### src/rtl/mmio_irq_timer_if.sv
// mmio_irq_timer_if
//   CPU data-memory load/store bus as seen by a memory-mapped peripheral.
//   Signals:
//     memwrite  - store strobe, qualified by dataadr
//     memread   - load strobe, qualified by dataadr
//     dataadr   - byte address
//     writedata - store data
//     readdata  - load data returned by the peripheral (registered there)
//   Handshake: memread/memwrite are single-cycle strobes with no back-pressure.
//   The peripheral is always ready; a store takes effect at the clock edge that
//   samples it, and load data is valid on readdata one cycle after the address.
//   Modports: master (CPU side), slave (peripheral side).
interface mmio_irq_timer_if;
  logic        memwrite;
  logic        memread;
  logic [31:0] dataadr;
  logic [31:0] writedata;
  logic [31:0] readdata;

  modport master (
    output memwrite,
    output memread,
    output dataadr,
    output writedata,
    input  readdata
  );

  modport slave (
    input  memwrite,
    input  memread,
    input  dataadr,
    input  writedata,
    output readdata
  );
endinterface

### src/rtl/mmio_irq_timer.sv
// mmio_irq_timer
//   Memory-mapped compare-match timer and interrupt source for the MIPS core.
//   An 8-word register window at BASE_ADDR holds CTRL, COUNT, COMPARE, PENDING,
//   MASK and SWSET. A prescaled counter sets PENDING[TIMER_IRQ] on a compare
//   match; software can also set pending bits through SWSET. The registered
//   interrupts output is PENDING & MASK.
//
//   Ports:
//     ph1        - system clock, all state updates on posedge
//     reset      - synchronous, active-high reset
//     bus        - CPU load/store bus (slave modport of mmio_irq_timer_if)
//     interrupts - 8 active-high level interrupt lines, registered
//
//   Parameters:
//     BASE_ADDR - window base, 32-byte aligned
//     PRESCALE  - ph1 cycles per counter tick (1..65535)
//     TIMER_IRQ - pending bit set on a timer match (0..7)
//
//   Build option: define MMIO_IRQ_TIMER_ONESHOT_EN to make CTRL bit2 (ONESHOT)
//   writable; a match tick with ONESHOT set then clears EN. Without the macro
//   CTRL bit2 is not stored and reads 0.
module mmio_irq_timer #(
  parameter logic [31:0] BASE_ADDR = 32'hFFFF_FF00,
  parameter int unsigned PRESCALE  = 1,
  parameter int unsigned TIMER_IRQ = 0
) (
  input  logic                 ph1,
  input  logic                 reset,
  mmio_irq_timer_if.slave      bus,
  output logic [7:0]           interrupts
);

  localparam logic [15:0] PRESC_LAST = 16'(PRESCALE - 1);
  localparam logic [2:0]  TIMER_BIT  = 3'(TIMER_IRQ);

`ifdef MMIO_IRQ_TIMER_ONESHOT_EN
  localparam logic [2:0]  CTRL_WMASK = 3'b111;
`else
  localparam logic [2:0]  CTRL_WMASK = 3'b011;
`endif

  // Register select (word offset inside the window)
  localparam logic [2:0] SEL_CTRL    = 3'd0;
  localparam logic [2:0] SEL_COUNT   = 3'd1;
  localparam logic [2:0] SEL_COMPARE = 3'd2;
  localparam logic [2:0] SEL_PENDING = 3'd3;
  localparam logic [2:0] SEL_MASK    = 3'd4;
  localparam logic [2:0] SEL_SWSET   = 3'd5;

  // State
  logic [2:0]  ctrl_q,     ctrl_d;      // {ONESHOT, AUTORELOAD, EN}
  logic [31:0] count_q,    count_d;
  logic [31:0] compare_q,  compare_d;
  logic [7:0]  pending_q,  pending_d;
  logic [7:0]  mask_q,     mask_d;
  logic [15:0] presc_q,    presc_d;
  logic [31:0] readdata_q, readdata_d;
  logic [7:0]  irq_q,      irq_d;

  // Decode
  logic       hit;
  logic [2:0] sel;
  logic       wr_ctrl, wr_count, wr_compare, wr_pending, wr_mask, wr_swset;
  logic       rd_en;

  // Timer events
  logic tick;
  logic match;
  logic hw_set;
  logic oneshot_fire;

  // Byte lane bits of the address are ignored by design.
  logic unused_addr_bits;
  assign unused_addr_bits = ^bus.dataadr[1:0];

  always_comb begin
    hit        = (bus.dataadr[31:5] == BASE_ADDR[31:5]);
    sel        = bus.dataadr[4:2];
    rd_en      = bus.memread && hit;
    wr_ctrl    = bus.memwrite && hit && (sel == SEL_CTRL);
    wr_count   = bus.memwrite && hit && (sel == SEL_COUNT);
    wr_compare = bus.memwrite && hit && (sel == SEL_COMPARE);
    wr_pending = bus.memwrite && hit && (sel == SEL_PENDING);
    wr_mask    = bus.memwrite && hit && (sel == SEL_MASK);
    wr_swset   = bus.memwrite && hit && (sel == SEL_SWSET);
  end

  // Tick and match always look at the registered CTRL/COUNT, so a CPU write
  // in the same cycle only becomes visible to the timer on the next cycle.
  always_comb begin
    tick   = ctrl_q[0] && (presc_q == PRESC_LAST);
    match  = (count_q == compare_q);
    hw_set = tick && match;
`ifdef MMIO_IRQ_TIMER_ONESHOT_EN
    oneshot_fire = hw_set && ctrl_q[2];
`else
    oneshot_fire = 1'b0;
`endif
  end

  // Prescaler: held at 0 while disabled, wraps to 0 on each tick.
  always_comb begin
    presc_d = presc_q + 16'd1;
    if (!ctrl_q[0] || tick) begin
      presc_d = 16'd0;
    end
  end

  // Counter: a CPU write overrides the tick update.
  always_comb begin
    count_d = count_q;
    if (tick) begin
      if (match && ctrl_q[1]) begin
        count_d = 32'd0;
      end else begin
        count_d = count_q + 32'd1;
      end
    end
    if (wr_count) begin
      count_d = bus.writedata;
    end
  end

  // Control: a one-shot match clears EN even if the CPU writes CTRL that cycle.
  always_comb begin
    ctrl_d = ctrl_q;
    if (wr_ctrl) begin
      ctrl_d = bus.writedata[2:0] & CTRL_WMASK;
    end
    if (oneshot_fire) begin
      ctrl_d[0] = 1'b0;
    end
  end

  always_comb begin
    compare_d = wr_compare ? bus.writedata : compare_q;
    mask_d    = wr_mask ? bus.writedata[7:0] : mask_q;
  end

  // Pending: W1C, then software set, then hardware set; the hardware set is
  // applied last so it survives a same-cycle clear of the timer bit.
  always_comb begin
    pending_d = pending_q;
    if (wr_pending) begin
      pending_d = pending_d & ~bus.writedata[7:0];
    end
    if (wr_swset) begin
      pending_d = pending_d | bus.writedata[7:0];
    end
    if (hw_set) begin
      pending_d[TIMER_BIT] = 1'b1;
    end
  end

  // Outputs are built from the current registers, so a same-cycle store is
  // not visible to a same-cycle load.
  always_comb begin
    irq_d      = pending_q & mask_q;
    readdata_d = readdata_q;
    if (rd_en) begin
      case (sel)
        SEL_CTRL:    readdata_d = {29'd0, ctrl_q};
        SEL_COUNT:   readdata_d = count_q;
        SEL_COMPARE: readdata_d = compare_q;
        SEL_PENDING: readdata_d = {24'd0, pending_q};
        SEL_MASK:    readdata_d = {24'd0, mask_q};
        default:     readdata_d = 32'd0;
      endcase
    end
  end

  always_ff @(posedge ph1) begin
    if (reset) begin
      ctrl_q     <= 3'd0;
      count_q    <= 32'd0;
      compare_q  <= 32'd0;
      pending_q  <= 8'd0;
      mask_q     <= 8'd0;
      presc_q    <= 16'd0;
      readdata_q <= 32'd0;
      irq_q      <= 8'd0;
    end else begin
      ctrl_q     <= ctrl_d;
      count_q    <= count_d;
      compare_q  <= compare_d;
      pending_q  <= pending_d;
      mask_q     <= mask_d;
      presc_q    <= presc_d;
      readdata_q <= readdata_d;
      irq_q      <= irq_d;
    end
  end

  assign bus.readdata = readdata_q;
  assign interrupts   = irq_q;

endmodule

### src/flat_wrapper.sv
// flat-port wrapper written by rule: the top's interface ports become plain ports
module mmio_irq_timer_flat 
#(
  parameter logic [31:0] BASE_ADDR = 32'hFFFF_FF00,
  parameter int unsigned PRESCALE  = 1,
  parameter int unsigned TIMER_IRQ = 0
)
  (ph1, reset, interrupts, bus_memwrite, bus_memread, bus_dataadr, bus_writedata, bus_readdata);
  mmio_irq_timer_if bus_i ();
  input  logic ph1;
  input  logic reset;
  output logic [7:0] interrupts;
  input wire logic [$bits(bus_i.memwrite)-1:0] bus_memwrite;
  input wire logic [$bits(bus_i.memread)-1:0] bus_memread;
  input wire logic [$bits(bus_i.dataadr)-1:0] bus_dataadr;
  input wire logic [$bits(bus_i.writedata)-1:0] bus_writedata;
  output wire logic [$bits(bus_i.readdata)-1:0] bus_readdata;
  assign bus_i.memwrite = bus_memwrite;
  assign bus_i.memread = bus_memread;
  assign bus_i.dataadr = bus_dataadr;
  assign bus_i.writedata = bus_writedata;
  assign bus_readdata = bus_i.readdata;
  mmio_irq_timer #(.BASE_ADDR(BASE_ADDR), .PRESCALE(PRESCALE), .TIMER_IRQ(TIMER_IRQ)) u_core (.ph1(ph1), .reset(reset), .bus(bus_i), .interrupts(interrupts));
endmodule
### config.mk
export PLATFORM = sky130hd
export DESIGN_NAME = mmio_irq_timer_flat
export DESIGN_NICKNAME = d
export VERILOG_FILES = /design/src/rtl/mmio_irq_timer_if.sv /design/src/rtl/mmio_irq_timer.sv /design/src/flat_wrapper.sv
export SDC_FILE = /design/constraint.sdc
export NUM_CORES = 1
export LEC_CHECK = 0
export ABC_AREA = 1
export BUFFER_PORTS_ARGS = -buffer_cell sky130_fd_sc_hd__buf_2
export CORE_UTILIZATION = 55
export CTS_CLUSTER_SIZE = 14
export DETAILED_ROUTE_END_ITERATION = 12
export GPL_TIMING_DRIVEN = 1
export HOLD_SLACK_MARGIN = 0.02
export PLACE_DENSITY = 0.77
export SETUP_SLACK_MARGIN = 0.2
export SLEW_MARGIN = 10
export SYNTH_ARGS = -nofsm -noshare
export SYNTH_HDL_FRONTEND = slang
export SYNTH_SLANG_ARGS = --single-unit
### constraint.sdc
create_clock -name ph1 -period 3.9 [get_ports ph1]
set_input_delay 0.585 -clock ph1 [delete_from_list [all_inputs] [get_ports ph1]]
set_output_delay 0.585 -clock ph1 [all_outputs]
set_load 0.005 [all_outputs]
==> results of run 1 <==
## routing by layer
layer	global-route usage	vias to the layer above	part of all wire
li1	-	3772	-
met4	0.100	0	0.017
met1	0.384	3349	0.45
met3	0.0734	32	0.079
met2	0.463	282	0.45
met5	0	-	0
## cell families (layout without fill, tap and decap cells)
group                    count (synthesis)  in the layout
AND/OR/NAND/NOR                        499            499
AO/OA/AOI/OAI                          239            239
buffers and inverters                  202            300
flip-flops                             138            138
XOR/XNOR                                30             30
adder cells (fa/ha/maj)                  3              3
## registers in the layout, indices dropped and copies added, names as in the netlist, named ones only
signal,flops
u_core.mask_q,8
u_core.bus.readdata,32
u_core.pending_q,1
u_core.compare_q,32
u_core.presc_q,16
u_core.ctrl_q,2
u_core.interrupts,8
u_core.count_q,32
## layout make-up
type | count | share of cell area
Clock buffer | 20 | 0.0539
Clock inverter | 12 | 0.0224
Inverter | 152 | 0.0659
Multi-Input combinational cell | 771 | 0.442
Sequential cell | 138 | 0.319
Tap cell | 176 | 0.0254
Timing Repair Buffer | 116 | 0.0717
## synth_stat cells (all sizes together)
master	number
nand4	15
a21oi	106
xor2	12
inv	151
dfxtp	138
o21bai	2
ha	3
clkbuf	21
nand3	64
o211ai	5
nor2	100
nand3b	5
a31oi	2
nor3	37
clkinv	1
o21a	1
and2	1
xnor2	18
o21ai	90
nand2	275
buf	29
o22ai	32
o2111ai	1
nor3b	2
## worst paths after layout
| check | endpoint | slack [ns] |
|---|---|---|
| hold reg to reg | u_core.interrupts[3] | 0.45 |
| setup / recovery | u_core.count_q[29] | 1.56 |
| hold / removal | flop | 0.40 |
| setup reg to reg | u_core.count_q[29] | 1.56 |
## critical path, stage by stage, from the launching register on
cell	delay [ns]
dfxtp_1	0.39
inv_1	0.06
ha_1	0.19
nand3_1	0.08
nor2_1	0.06
nand3_1	0.28
nand2_1	0.51
buf_12	0.35
o21ai_0	0.16
inv_1	0.06
a21oi_1	0.13
## where the power goes
part	switching [mW]	internal, mW	total [mW]
clock network	0.625	1.18	1.81
registers	0.000000000911	1.41	1.41
logic	0.0686	0.0330	0.102
total	0.694	2.62	3.32
==> metrics, run 1 <==
Synth area leaders dfxtp_1, nand2_1, inv_1; TritonCTS clock tree done; fmax approximately 0.43 GHz; Worst setup SP type flop; Setup crit end kind flop; peak supply drop about 0.37 mV; post-synth top area cell dfxtp_1; PnR worst setup slack 1.56 ns; router iterations before antenna repair 6; Fin. Hold Viols 0; Yosys top cell area share 0.372; min-delay src bus_writedata[3]; Clock Sink Count roughly 140; Synth Area in XOR/XNOR 0.0354; Synth Register Bits 138; fillcell total 1220; Sequential Area approximately 2800 µm²; # rows 42; vias in the first global route 6765; TNS Setup 0 ns; GP Congestion 0.921; Worst Max-Slew Pin Slew 1.04 ns; RSZ-0062 raised after global routing false; CP Launch Point u_core.presc_q[0]; largest net degree at the start of global routing 76; Nets between 1000 and 1500; Seq/Total Area, Yosys 0.372; htree depth 4; Power Density around 380 nW/µm²; Avg WL per Cell 14.3 µm; CTS buffer count 17; Clock Tree Buf Depth 2; Slew Limit Headroom 0.308; CTS resizes 0; Max Transition Viols Final 0; placed cell area approximately 8000 µm²; clk_skew ~0.0083 ns; area delta synth->final 16.5%; total grt overflow 0; I/O Buffers 105; MaxCap Viol Count 0; leakage power 3.51 nW; DR DRC count 0; mux share of post-synthesis cell area 0; fin crit share 0.600; critical path type reg -> reg; Hold WS 0.401 ns; CTS root buf clkbuf_16; setup violators final 0; worst endpoint required time 4.25 ns; Pwr Total about 3.3 mW; Ys Warns 0; Synth cell types 39; Post-CTS Setup Repair Bufs 0; reg2reg path depth 10; DR iter-0 viols 750; commonest cells after routing, fill and taps aside nand2_1, inv_1, dfxtp_1; min Tclk post-route 2.34 ns; Post-DRT Antenna Nets 0; Post-Synth Adder-Cell Area 0.00505; Mean Syn Cell Area 6.69 µm²; final cell count without fillers between 1000 and 1500; Worst EP arrival 2.69 ns; Syn Inst Count 1111; R2R Path Start u_core.presc_q[0]; simple-gate area share of the yosys netlist 0.299; total wire length 19900 µm; Die Area 14000 µm²; layout cells sized above 1 0.156; Via Count 7435; main combinational cell family by area after synthesis simple AND/OR/NAND/NOR gates; initial antenna violation count 0; Die W 118 µm; hold_buf cts 0; post-synthesis compound-gate area fraction 0.176; Final Core Density 0.656; status finished clean; initial core utilization 0.563; core area ~13000 µm²; CTS clk-pin slew, worst paths 0.06 ns; DP Worst Slack 1.22 ns; Multi-input gate area 3820 µm²; placed insts approximately 1400; dpl hpwl between 10000 and 15000 µm; post-route cell area approximately 8700 µm²; hold path depth 3; Worst Hold Class in -> reg; most common cell after layout, fill and taps aside nand2_1; drt via density 5.37; Crit Path Max Fanout 24; GRT Total Usage 0.292; clk_lat worst skew 0.43 ns; chip height around 120 µm; syn_nets around 1200; IO Pins 108; antenna diode count 0; global-route wire length before repair 32700 µm; post-synthesis instance area 7430 µm²
Note: power is estimated with default switching activity, not from simulation.
==> run 2: changes to the inputs <==
- clock period: 3.9 -> 2.3 ns (I/O delays scaled with it)
==> run 2 against run 1 <==
Net effect: utilization rose by 0.30 points; wire length rose by 2.7%; largest cell class unchanged; setup slack got worse by 1.2 ns; sequential share of layout area fell by 0.13 points; via count rose by 2.2%; flip-flop and latch count did not move; final cell count rose by 0.65%; combinational power rose by 76%; highest routed layer unchanged.
==> metrics, run 2 (synthesis results as in run 1) <==
leakage power 3.53 nW (was 3.51 nW); fmax 0.512 GHz (was 0.427 GHz); Post-DRT Antenna Nets 0 (unchanged); hold_buf cts 0 (unchanged); router iterations before antenna repair 5 (was 6); clk_lat worst skew 0.43 ns (about the same); layout cells sized above 1 0.162 (was 0.156); chip height 118 µm (unchanged); critical path type reg -> reg (unchanged); Max Transition Viols Final 0 (unchanged); Setup crit end kind flop (unchanged); reg2reg path depth 11 (was 10); GRT Total Usage 0.301 (was 0.292); RSZ-0062 raised after global routing false (unchanged); Die W 118 µm (unchanged); area delta synth->final 17.1% (was 16.5%); largest net degree at the start of global routing 76 (unchanged); total grt overflow 0 (unchanged); Die Area 14000 µm² (unchanged); Post-CTS Setup Repair Bufs 0 (unchanged); TNS Setup 0 ns (unchanged); min Tclk post-route 1.95 ns (was 2.34 ns); Power Density 612 nW/µm² (was 383 nW/µm²); GP Congestion 0.897 (was 0.921); Avg WL per Cell 14.6 µm (was 14.3 µm); status finished clean (unchanged); commonest cells after routing, fill and taps aside nand2_1, inv_1, dfxtp_1 (unchanged); clk_skew 0.00658 ns (was 0.00831 ns); TritonCTS clock tree done (unchanged); slowest cell delay on critical path 0.35 ns (was 0.51 ns); global-route wire length before repair 33600 µm (was 32700 µm); CTS buffer count 17 (unchanged); antenna diode count 0 (unchanged); I/O Buffers 105 (unchanged); drt via density 5.45 (was 5.37); Clock Tree Buf Depth 2 (unchanged); Crit Path Max Fanout 14 (was 24); Top cell by count, worst path inv_1; Worst EP arrival 2.30 ns (was 2.69 ns); peak supply drop 0.463 mV (was 0.366 mV); most common cell after layout, fill and taps aside nand2_1 (unchanged); DR iter-0 viols 645 (was 750); Worst Max-Slew Pin Slew 0.869 ns (was 1.04 ns); CTS root buf clkbuf_16 (unchanged); initial antenna violation count 0 (unchanged); vias in the first global route 7161 (was 6765); Worst Hold Class in -> reg (unchanged); htree depth 4 (unchanged); Nets 1277 (was 1267); fin crit share 0.849 (was 0.600); hold path depth 3 (unchanged); IO Pins 108 (unchanged); Fin. Hold Viols 0 (unchanged); setup violators final 0 (unchanged); initial core utilization 0.563 (unchanged); Pwr Total 5.32 mW (was 3.32 mW); Critical-path top delay cell dfxtp_1 (was nand2_1); Clock Sink Count 138 (unchanged); worst endpoint required time 2.65 ns (was 4.25 ns); cells along the critical path inv_1 -> ha_1 -> nand3_1 -> nor2_1 -> nand3_2 -> inv_1 -> nand2_1 -> inv_2 -> buf_12 -> nand4_1 -> a21oi_1 (was inv_1 -> ha_1 -> nand3_1 -> nor2_1 -> nand3_1 -> nand2_1 -> buf_12 -> o21ai_0 -> inv_1 -> a21oi_1); Worst setup SP type flop (unchanged); dpl hpwl 14000 µm (was 13500 µm); Slew Limit Headroom 0.420 (was 0.308); DR DRC count 0 (unchanged); Via Count 7599 (was 7435); core area 13200 µm² (unchanged); CTS clk-pin slew, worst paths 0.06 ns (about the same); # rows 42 (unchanged); total wire length 20400 µm (was 19900 µm); MaxCap Viol Count 0 (unchanged)
==> run 2: cell count changes in the layout (fill, tap and decap cells not counted), moves of 2 or more <==
cell,previous run,this run
buf_4,10,18
clkbuf_1,0,4
bufinv_16,5,3
buf_12,1,3
clkinvlp_4,2,0
==> run 2: layout make-up <==
cell class | count | area [µm²]
clock inverters | 8 | 119
repair buffers | 126 | 721
clock buffers | 23 | 468
fillers | 1247 | 4490
multi-input cells | 771 | 3840
well taps | 176 | 220
flip-flops and latches | 138 | 2760
inverters | 152 | 571
==> run 2: timing repair <==
item | in CTS | in global routing
resized for setup | 0 | 4
endpoints found under the hold margin | 0 | 0
setup endpoints to repair | 0 | 13
==> run 2: per-layer routing <==
metal,up-vias,share of wire,track usage
met5,-,0,0
met4,0,0.024,0.134
met3,47,0.072,0.0676
met2,258,0.45,0.493
met1,3499,0.45,0.377
li1,3795,-,-
==> run 2: final timing paths <==
| kind | from | end | slack, ns |
|---|---|---|---|
| min | bus_writedata[1] | flop | 0.16 |
| max | u_core.presc_q[0] | u_core.count_q[10] | 0.35 |
| min reg2reg | u_core.mask_q[3] | u_core.interrupts[3] | 0.45 |
| max reg2reg | u_core.presc_q[0] | u_core.count_q[10] | 0.35 |
==> run 2: report_power, final <==
part	leakage (nW)	switching [mW]	total, mW	internal, mW
registers	1.11	0.00000000157	2.39	2.39
logic	2.13	0.119	0.180	0.0603
clock network	0.291	1.01	2.75	1.75
total	3.53	1.12	5.32	4.20
==> run 2: stage by stage <==
step                      instances  utilization  hold slack, ns  instance area [µm²]  setup slack, ns
after floorplan                1111            -           0.419                 7430            0.705
after global placement         1363        0.614           0.440                 8100            0.245
after detailed placement       1363        0.614           0.445                 8100            0.146
after CTS                      1394        0.658           0.148                 8680            0.301
after global routing           1394        0.659           0.155                 8700            0.202
final                          1394        0.659           0.155                 8700            0.347
==> run 2: worst max-delay path, delay by kind of cell (launching register included) <==
family                     cells  cell delay [ns]
DFF                            1             0.35
buffers and inverters          4             0.54
AOI/OAI and AO/OA              1             0.16
and+or+nand+nor                5             0.65
adders and majority gates      1             0.16
==> run 3: changes to the inputs <==
- clock period: 2.3 -> 1.9 ns (I/O delays scaled with it)
==> run 3 against run 2 <==
Net effect: clock power is 15% higher; flip-flop and latch count stayed put; non-clock buffer count is 48 higher; final cell count is 3.4% higher; sequential power is 21% higher; utilization is 5.4 points higher; sequential share of layout area is 2.1 points lower; wire length is 6.6% higher; hold slack worse by 0.064 ns; clock skew is 0.0034 ns higher; critical path depth stayed put; die area stayed put.
==> metrics, run 3 (synthesis results as in run 1) <==
GP Congestion 0.926 (was 0.897); status finished clean (unchanged); core area 13200 µm² (unchanged); Die Area 14000 µm² (unchanged); router iterations before antenna repair 5 (unchanged); antenna diode count 0 (unchanged); setup violators final 0 (unchanged); Worst Hold Class in -> reg (unchanged); min Tclk post-route 1.76 ns (was 1.95 ns); peak supply drop 0.652 mV (was 0.463 mV); commonest cells after routing, fill and taps aside nand2_1, inv_1, dfxtp_1 (unchanged); reg2reg path depth 11 (unchanged); DR DRC count 0 (unchanged); Worst EP arrival 2.12 ns (was 2.30 ns); dpl hpwl 14300 µm (was 14000 µm); R2R Path Start u_core.count_q[1] (was u_core.presc_q[0]); Critical-path top delay cell dfxtp_2 (was dfxtp_1); Clock Tree Buf Depth 2 (unchanged); min-delay src bus_writedata[2] (was bus_writedata[1]); Power Density 668 nW/µm² (was 612 nW/µm²); Clock Sink Count 138 (unchanged); Crit Path Max Fanout 6 (was 14); drt via density 5.53 (was 5.45); DP Worst Slack -0.0489 ns (was 0.146 ns); vias in the first global route 7060 (was 7161); Avg WL per Cell 15.1 µm (was 14.6 µm); global-route wire length before repair 33800 µm (was 33600 µm); wire length on met1 9300 µm (was 9170 µm); Post-DRT Antenna Nets 0 (unchanged); Via Count 7972 (was 7599); IO Pins 108 (unchanged); Fin. Hold Viols 0 (unchanged); chip height 118 µm (unchanged); I/O Buffers 105 (unchanged); CTS root buf clkbuf_16 (unchanged); Setup crit end kind flop (unchanged); initial core utilization 0.563 (unchanged); largest net degree at the start of global routing 76 (unchanged); fin crit share 0.927 (was 0.849); worst endpoint required time 2.26 ns (was 2.65 ns); Critical R2R Capture u_core.count_q[31] (was u_core.count_q[10]); clk_lat worst skew 0.43 ns (about the same); leakage power 3.91 nW (was 3.53 nW); Slew Limit Headroom 0.651 (was 0.420); Routed met3 length 1810 µm (was 1470 µm); total wire length 21700 µm (was 20400 µm); CTS buffer count 17 (unchanged); GRT Total Usage 0.304 (was 0.301); Nets 1325 (was 1277); RSZ-0062 raised after global routing true (was false); most common cell after layout, fill and taps aside nand2_1 (unchanged); CTS clk-pin slew, worst paths 0.06 ns (about the same); Final Core Density 0.713 (was 0.659); Worst Max-Slew Pin Slew 0.523 ns (was 0.869 ns); MaxCap Viol Count 0 (unchanged); PnR worst setup slack 0.139 ns (was 0.347 ns); DR WL met2 10100 µm (was 9270 µm); layout cells sized above 1 0.259 (was 0.162); Top cell by count, worst path nand2_1 (was inv_1); total grt overflow 0 (unchanged); DR iter-0 viols 592 (was 645); Worst setup SP type flop (unchanged); critical path type reg -> reg (unchanged); clk_skew 0.00998 ns (was 0.00658 ns); slowest cell delay on critical path 0.34 ns (was 0.35 ns); Die W 118 µm (unchanged); fmax 0.568 GHz (was 0.512 GHz); cells along the critical path buf_6 -> nand2_2 -> nor2_4 -> nand2_4 -> nor3_4 -> nand2_1 -> nand2_1 -> nand2_1 -> nor2_1 -> nand3_1 -> a21oi_1 (was inv_1 -> ha_1 -> nand3_1 -> nor2_1 -> nand3_2 -> inv_1 -> nand2_1 -> inv_2 -> buf_12 -> nand4_1 -> a21oi_1); initial antenna violation count 0 (unchanged); Max Transition Viols Final 0 (unchanged); Top Metal Used met4 (unchanged); Pwr Total 6.28 mW (was 5.32 mW); # rows 42 (unchanged); hold path depth 3 (unchanged); htree depth 4 (unchanged); area delta synth->final 26.6% (was 17.1%); reg2reg setup slack 0.14 ns (was 0.35 ns); TritonCTS clock tree done (unchanged)
[run 3: cell types whose count changed in the layout (fill, tap and decap cells not counted), sizes merged]
| cell | previous run | this run |
|---|---|---|
| buf | 126 | 172 |
| clkinvlp | 0 | 5 |
| bufinv | 3 | 1 |
| clkbuf | 23 | 22 |
| clkinv | 6 | 5 |
| inv | 151 | 152 |
[run 3: how the worst max path moves through the flow]
stage                           start                   end  slack [ns]  cells past startpoint
floorplan           u_core.presc_q[0]    u_core.presc_q[14]        0.31                     10
global placement       bus_dataadr[5]  u_core.compare_q[19]        0.02                     12
detailed placement     bus_dataadr[5]  u_core.compare_q[14]       -0.05                     12
CTS                 u_core.presc_q[8]     u_core.count_q[5]        0.19                     10
global route        u_core.presc_q[0]    u_core.presc_q[14]        0.08                     11
finish              u_core.count_q[1]    u_core.count_q[31]        0.14                     11
[run 3: what timing repair did]
action	in CTS	in global routing
hold buffers	0	0
setup buffers	4	21
pin swaps	9	43
setup endpoints to repair	34	42
cloned	0	3
resized for setup	23	88
[run 3: through the flow]
stage                     hold slack, ns  setup TNS (ns)  area [µm²]  instances
after floorplan                    0.419               0        7430       1111
after global placement             0.441               0        8270       1383
after detailed placement           0.445          -0.480        8270       1383
after CTS                         0.0856               0        8940       1418
after global routing              0.0996               0        9410       1442
final                             0.0913               0        9410       1442
[run 3: worst max-delay path: cells and delay by family (launching register included)]
kind | cells | cell delay [ns]
and+or+nand+nor | 9 | 1.11
DFF | 1 | 0.34
AOI/OAI and AO/OA | 1 | 0.13
buffers and inverters | 1 | 0.11
[run 3: area by class of cell]
class / count / area [µm²]
multi-input cells: 771 / 4080
flip-flops and latches: 138 / 2790
repair buffers: 174 / 1180
clock buffers: 20 / 467
well taps: 176 / 220
clock inverters: 11 / 96.3
fillers: 1070 / 3780
inverters: 152 / 574
[run 3: power by group]
part	switching, mW	leakage (nW)	internal, mW
registers	0.00000000190	1.12	2.89
logic	0.146	2.53	0.0770
clock network	1.28	0.266	1.89
total	1.43	3.91	4.86
[run 3: layer usage]
layer | GRT usage | vias to the layer above
met1 | 0.388 | 3679
met3 | 0.0695 | 57
met2 | 0.502 | 351
met4 | 0.104 | 0
met5 | 0 | -
li1 | - | 3885
